[config.mk]
export PLATFORM = sky130hd
export DESIGN_NAME = in_debounce_flat
export DESIGN_NICKNAME = d
export VERILOG_FILES = /design/src/rtl/in_debounce_if.sv /design/src/rtl/in_debounce.sv /design/src/flat_wrapper.sv
export SDC_FILE = /design/constraint.sdc
export NUM_CORES = 1
export LEC_CHECK = 0
export ABC_AREA = 1
export CELL_PAD_IN_SITES_DETAIL_PLACEMENT = 0
export CELL_PAD_IN_SITES_GLOBAL_PLACEMENT = 1
export CORE_MARGIN = 2
export CORE_UTILIZATION = 46
export DETAILED_ROUTE_END_ITERATION = 16
export PLACE_DENSITY = 0.8
export SLEW_MARGIN = 10
export SYNTH_ARGS = -nofsm -noshare
export SYNTH_HDL_FRONTEND = slang
export SYNTH_SLANG_ARGS = --single-unit
[constraint.sdc]
create_clock -name clk -period 3 [get_ports clk]
set_input_delay 0.45 -clock clk [delete_from_list [all_inputs] [get_ports clk]]
set_output_delay 0.45 -clock clk [all_outputs]
set_load 0.01 [all_outputs]
[src/rtl/in_debounce_if.sv]
// Raw-pin inputs and debounced outputs/strobes of the two-channel input conditioner.
interface in_debounce_if;
  logic raw1;
  logic raw2;
  logic in1;
  logic in2;
  logic chg1;
  logic chg2;

  modport master (output raw1, raw2, input in1, in2, chg1, chg2);
  modport slave  (input raw1, raw2, output in1, in2, chg1, chg2);
endinterface

[src/rtl/in_debounce.sv]
// Two independent channels: synchronize a raw pin, debounce it, and strobe on each accepted change.
module in_debounce #(
  parameter int unsigned SYNC_STAGES     = 2,
  parameter int unsigned DEBOUNCE_CYCLES = 1000
) (
  input  logic          clk,
  input  logic          rst,
  in_debounce_if.slave  bus
);

  localparam int unsigned CNT_W  = $clog2(DEBOUNCE_CYCLES + 1);
  localparam int unsigned N_CH   = 2;

  typedef enum logic {STABLE, COUNT} state_e;

  logic [N_CH-1:0] raw_w;
  logic [N_CH-1:0] out_w;
  logic [N_CH-1:0] chg_w;

  assign raw_w    = {bus.raw2, bus.raw1};
  assign bus.in1  = out_w[0];
  assign bus.in2  = out_w[1];
  assign bus.chg1 = chg_w[0];
  assign bus.chg2 = chg_w[1];

  for (genvar g = 0; g < N_CH; g++) begin : g_ch
    logic [SYNC_STAGES-1:0] sync_q;
    logic [CNT_W-1:0]       cnt_q, cnt_d;
    state_e                 state_q, state_d;
    logic                   out_q, out_d;
    logic                   chg_q, chg_d;
    logic                   syn;

    assign syn      = sync_q[SYNC_STAGES-1];
    assign out_w[g] = out_q;
    assign chg_w[g] = chg_q;

    always_ff @(posedge clk) begin
      if (rst) begin
        sync_q  <= '0;
        cnt_q   <= '0;
        state_q <= STABLE;
        out_q   <= 1'b0;
        chg_q   <= 1'b0;
      end else begin
        sync_q  <= {sync_q[SYNC_STAGES-2:0], raw_w[g]};
        cnt_q   <= cnt_d;
        state_q <= state_d;
        out_q   <= out_d;
        chg_q   <= chg_d;
      end
    end

    // A difference must persist DEBOUNCE_CYCLES edges; any return to out restarts from zero.
    always_comb begin
      state_d = state_q;
      cnt_d   = cnt_q;
      out_d   = out_q;
      chg_d   = 1'b0;
      case (state_q)
        STABLE: begin
          if (syn != out_q) begin
            if (DEBOUNCE_CYCLES == 1) begin
              out_d = syn;
              chg_d = 1'b1;
            end else begin
              cnt_d   = CNT_W'(1);
              state_d = COUNT;
            end
          end
        end
        COUNT: begin
          if (syn == out_q) begin
            cnt_d   = '0;
            state_d = STABLE;
          end else if (cnt_q == CNT_W'(DEBOUNCE_CYCLES - 1)) begin
            out_d   = syn;
            chg_d   = 1'b1;
            cnt_d   = '0;
            state_d = STABLE;
          end else begin
            cnt_d = cnt_q + CNT_W'(1);
          end
        end
        default: begin
          cnt_d   = '0;
          state_d = STABLE;
        end
      endcase
    end
  end

endmodule

[src/flat_wrapper.sv]
// flat-port wrapper written by rule: the top's interface ports become plain ports
module in_debounce_flat 
#(
  parameter int unsigned SYNC_STAGES     = 2,
  parameter int unsigned DEBOUNCE_CYCLES = 1000
)
  (clk, rst, bus_raw1, bus_raw2, bus_in1, bus_in2, bus_chg1, bus_chg2);
  in_debounce_if bus_i ();
  input  logic clk;
  input  logic rst;
  input wire logic [$bits(bus_i.raw1)-1:0] bus_raw1;
  input wire logic [$bits(bus_i.raw2)-1:0] bus_raw2;
  output wire logic [$bits(bus_i.in1)-1:0] bus_in1;
  output wire logic [$bits(bus_i.in2)-1:0] bus_in2;
  output wire logic [$bits(bus_i.chg1)-1:0] bus_chg1;
  output wire logic [$bits(bus_i.chg2)-1:0] bus_chg2;
  assign bus_i.raw1 = bus_raw1;
  assign bus_i.raw2 = bus_raw2;
  assign bus_in1 = bus_i.in1;
  assign bus_in2 = bus_i.in2;
  assign bus_chg1 = bus_i.chg1;
  assign bus_chg2 = bus_i.chg2;
  in_debounce #(.SYNC_STAGES(SYNC_STAGES), .DEBOUNCE_CYCLES(DEBOUNCE_CYCLES)) u_core (.clk(clk), .rst(rst), .bus(bus_i));
endmodule
Word level (Yosys, flattened, before mapping)
Index checks and enable logic that the tools add are counted.
- bitwise logic cells: 4
- equal/unequal tests: 8
- reduce and logical (&&, ||, !) cells: 4
- add/subtract/negate cells: 2
- mux-type cells: 18
- operator list (kind ; number):
    2-to-1 mux 10 bit ; 6
    case mux 10 bit (2 select lines) ; 2
    adder 10 x 1 -> 10 bit (second input constant) ; 2
    == test 10 bit (second input constant) ; 2
    2-to-1 mux 1 bit ; 8
    AND reduction 3 bit ; 2
    OR reduction 3 bit ; 2
    inequality test 2 x 1 -> 1 bit (second input constant) ; 2
    inverter 1 bit ; 4
    case mux 1 bit (2 select lines) ; 2
    == test 1 bit ; 2
    inequality test 1 bit ; 2
- register bits after elaboration: 30
- input bits: 4

Logic depth before layout (Yosys ltp)
- depth after elaboration: 4
- gate-level depth with buffers: 9
- mapped depth without buffers: 8

Worst setup path before layout
No wires, ideal clock.
- kind: reg-to-reg
- start point: reg u_core.g_ch[1].cnt_q[0]
- end point: reg u_core.g_ch[1].cnt_q[8]
- library setup time: 0.070 ns
- setup slack: 1.807 ns
- cell stages (with the launch flop): 8
- required time: 2.930 ns
- arrival time: 1.124 ns
- period minus slack after synthesis: 1.193 ns
- cells stage by stage: dfxtp_1 ha_1 nand2_1 nor2_1 nand2_1 o21ai_0 nand2_1 a21oi_1
- cells in the longest elaborated chain, start to end: 4
- elaborated cells on any way between the ends: 5
- those cells by class: add/sub: 1; eq/ne: 1; mux: 3
- RTL lines (element ; line ; source):
    from (decl) ; in_debounce.sv:28 ; logic [CNT_W-1:0] cnt_q, cnt_d;
    from (signal assigned) ; in_debounce.sv:47 ; cnt_q <= cnt_d;
    adder 10 x 1 -> 10 bit / == test 10 bit (equally long branches) ; in_debounce.sv:82, in_debounce.sv:76 ;
    2-to-1 mux 10 bit * ; in_debounce.sv:76 ; end else if (cnt_q == CNT_W'(DEBOUNCE_CYCLES - 1)) begin
    2-to-1 mux 10 bit * ; in_debounce.sv:73 ; if (syn == out_q) begin
    case mux 10 bit (2 select lines) * ; in_debounce.sv:60 ; case (state_q)
Mark *: on every way between the ends. The rest lies on a longest branch, timed or not.
A chain may end at the register's enable or synchronous reset.

Final worst setup path
- start point: reg u_core.g_ch[1].out_q, in the netlist u_core.bus.in2
- end point: out bus_in2
- RTL lines (element ; line ; source):
    from (decl) ; in_debounce.sv:30 ; logic out_q, out_d;
    from (signal assigned) ; in_debounce.sv:49 ; out_q <= out_d;
    to (decl) ; flat_wrapper.sv:14 ; output wire logic [$bits(bus_i.in2)-1:0] bus_in2;
No word-level cell between the ends.

==> impl_metrics.ini <==
[floorplan]
dieHeight_um = 62.52
core-area_sq_um = 3311
die-area_sq_um = 3909
start_util = 0.4758
dieWidth_um = 62.52
rows = 21
io_pins = 8

[critical_path]
critical_path_class = flop to output pin
crit_slowest_cell = clkdlybuf4s50_1
worstPathCellList = clkdlybuf4s50_1
cp_data_required_time_ns = 2.55
worst_setup_path_end_kind = output pin
arrival_ns = 1.27
worstPathMaxFanout = 3
cp_top_family = buffers and inverters
critPathBufInv = 1
max_stage_delay_ns = 0.56
r2r_slack_ns = 1.50
cp-start-kind = flop

[finish]
final_common_cell = nand2_1
nFillCells = 344
nets = 244
n_antenna_cell = 0
drive_gt1_frac = 0.1172
syn_to_final_growth_pct = 11.68
layout_common_cells = nand2_1, inv_1, dfxtp_1

[sta]
finalSetupViolCount = 0
whs_ns = 0.4080
slew_headroom = 0.6862
finalHoldViolCount = 0
worstMarginPinSlew_ns = 0.4693
finalCritPeriodShare = 0.5729
grt_setup_unrepaired = false
slew_viol_final = 0
fin_setup_tns_ns = 0
clock_skew_ns = 0.01670
finalCriticalPeriod_ns = 1.719
max_clock_freq_mhz = 581.9

[synth]
synth_top_cell_by_area = dfxtp_1
synthCells = 228
syn_avg_cell_area_sq_um = 6.909
syn_nets = 234
synthXorXnorAreaFrac = 0.01033
synth_top_area_frac = 0.3813
syn_area_sq_um = 1575
synth_top_family_by_area = simple AND/OR/NAND/NOR gates
synth_mux_area_frac = 0.007149
yosys.area_share.simple = 0.3900
ys_seq_area_frac = 0.3813
ys_ff_latch = 30
ys_warn_count = 0
synthTopCellsByArea = dfxtp_1, nand2_1, nand3_1, inv_1, a21oi_1
synth-compound-area-share = 0.1001
yosys.area_share.adder = 0.01589
synth_cell_type_count = 27

[global_routing]
grt_first_pass_wirelength_mm = 5.775
grt_pass1_vias = 1288
grtUsageTotal = 0.1857
grt_max_degree = 13
antenna_found_initial = 0
grt-ovfl-total = 0

[route]
ant_nets = 0
totalWireLength_mm = 3.212
post-route-drc-count = 0
viasPerCell = 5.028
drt-pass1-iter-count = 4
drt_iter0_drc = 137
avgRoutedWirePerCell_um = 11.27
vias = 1433

[clock_tree]
cts_resized = 0
h-tree-depth = 2
postCtsSetupBuffers = 0
clock-sinks = 30
clock_path_buffers = 2
cts_buffers = 5
cts_hold_buf = 0
clk_latency_ns = 0.34
cts_tree = built
clk_root_buffer_cell = clkbuf_4
clk_pin_slew_ns = 0.08

[place]
io_buffers = 7
routabilityCongestion = 0.7891
dp_hpwl_mm = 2.281

[power]
powerDensity_nw_per_um2 = 419.5
fin_total_pwr_w = 0.0007381
ir_drop_uv = 291.6
p_leak_nw = 0.6482

[worst_hold_path]
hold_path.class = flop to flop

[run]
drv_cap = 0

[run_status]
status = finished, final reports clean
layout make-up:
class	instances	area (sq um)	area share
repair buffers	8	77.57	0.04410
multi-input cells	161	824.5	0.4687
flip-flops and latches	30	600.6	0.3414
well taps	46	57.56	0.03272
clock buffers	8	78.83	0.04481
inverters	32	120.1	0.06828
power breakdown:
group | internal, W | switching, W | total (W) | leakage, nW
logic | 0.0000103 | 0.0000190 | 0.0000293 | 0.361
registers | 0.000403 | 0.00000440 | 0.000407 | 0.243
clock network | 0.000160 | 0.000142 | 0.000302 | 0.0446
Yosys cell counts:
master / number
nand2_1: 57
dfxtp_1: 30
inv_1: 30
nand3_1: 24
a21oi_1: 17
nor2_1: 17
nand4_1: 8
nor2_2: 5
nor2_4: 5
o21ai_0: 5
nand2_2: 4
nor3_1: 4
clkbuf_1: 3
ha_1: 2
nor4_1: 2
o211ai_1: 2
o21ai_1: 2
o21bai_1: 2
a21boi_1: 1
buf_4: 1
buf_6: 1
clkinv_1: 1
inv_2: 1
mux2_2: 1
nand2_4: 1
nand3_2: 1
xnor2_2: 1
flip-flops by register name, summed over array words and instances (netlist names):
signal and count:
u_core.g_ch.cnt_q 20, u_core.g_ch.sync_q 4, u_core.g_ch.state_q 2, u_core.bus.chg1 1, u_core.bus.chg2 1, u_core.bus.in1 1
u_core.bus.in2 1
path summary, 6_finish.rpt:
kind                             from                       end  cells past startpoint
min          u_core.g_ch[0].sync_q[0]  u_core.g_ch[0].sync_q[1]                      2
min reg2reg  u_core.g_ch[0].sync_q[0]  u_core.g_ch[0].sync_q[1]                      2
max reg2reg   u_core.g_ch[0].cnt_q[0]   u_core.g_ch[0].cnt_q[6]                      6
max                    u_core.bus.in2                   bus_in2                      1
per-layer routing:
layer | vias up | track usage | share of wire
met4 | 0 | 0.05833 | 0.014
li1 | 759 | - | -
met3 | 4 | 0.06126 | 0.054
met2 | 29 | 0.2876 | 0.44
met1 | 641 | 0.2449 | 0.49
met5 | - | 0 | 0
logic make-up (layout without fill, tap and decap cells):
family	after synthesis	after routing
and+or+nand+nor	128	128
buffers and inverters	37	48
DFF	30	30
AOI/OAI and AO/OA	29	29
adders and majority gates	2	2
xor gates and xnor gates	1	1
muxes	1	1
through the flow:
stage	std cells	setup slack, ns	instance area (sq um)	util
floorplan	228	1.807	1575	-
global placement	277	1.189	1680	0.5076
detailed placement	277	1.158	1680	0.5076
CTS	285	1.263	1759	0.5314
global route	285	1.231	1759	0.5314
finish	285	1.281	1759	0.5314
(Power assumes the default switching activity.)
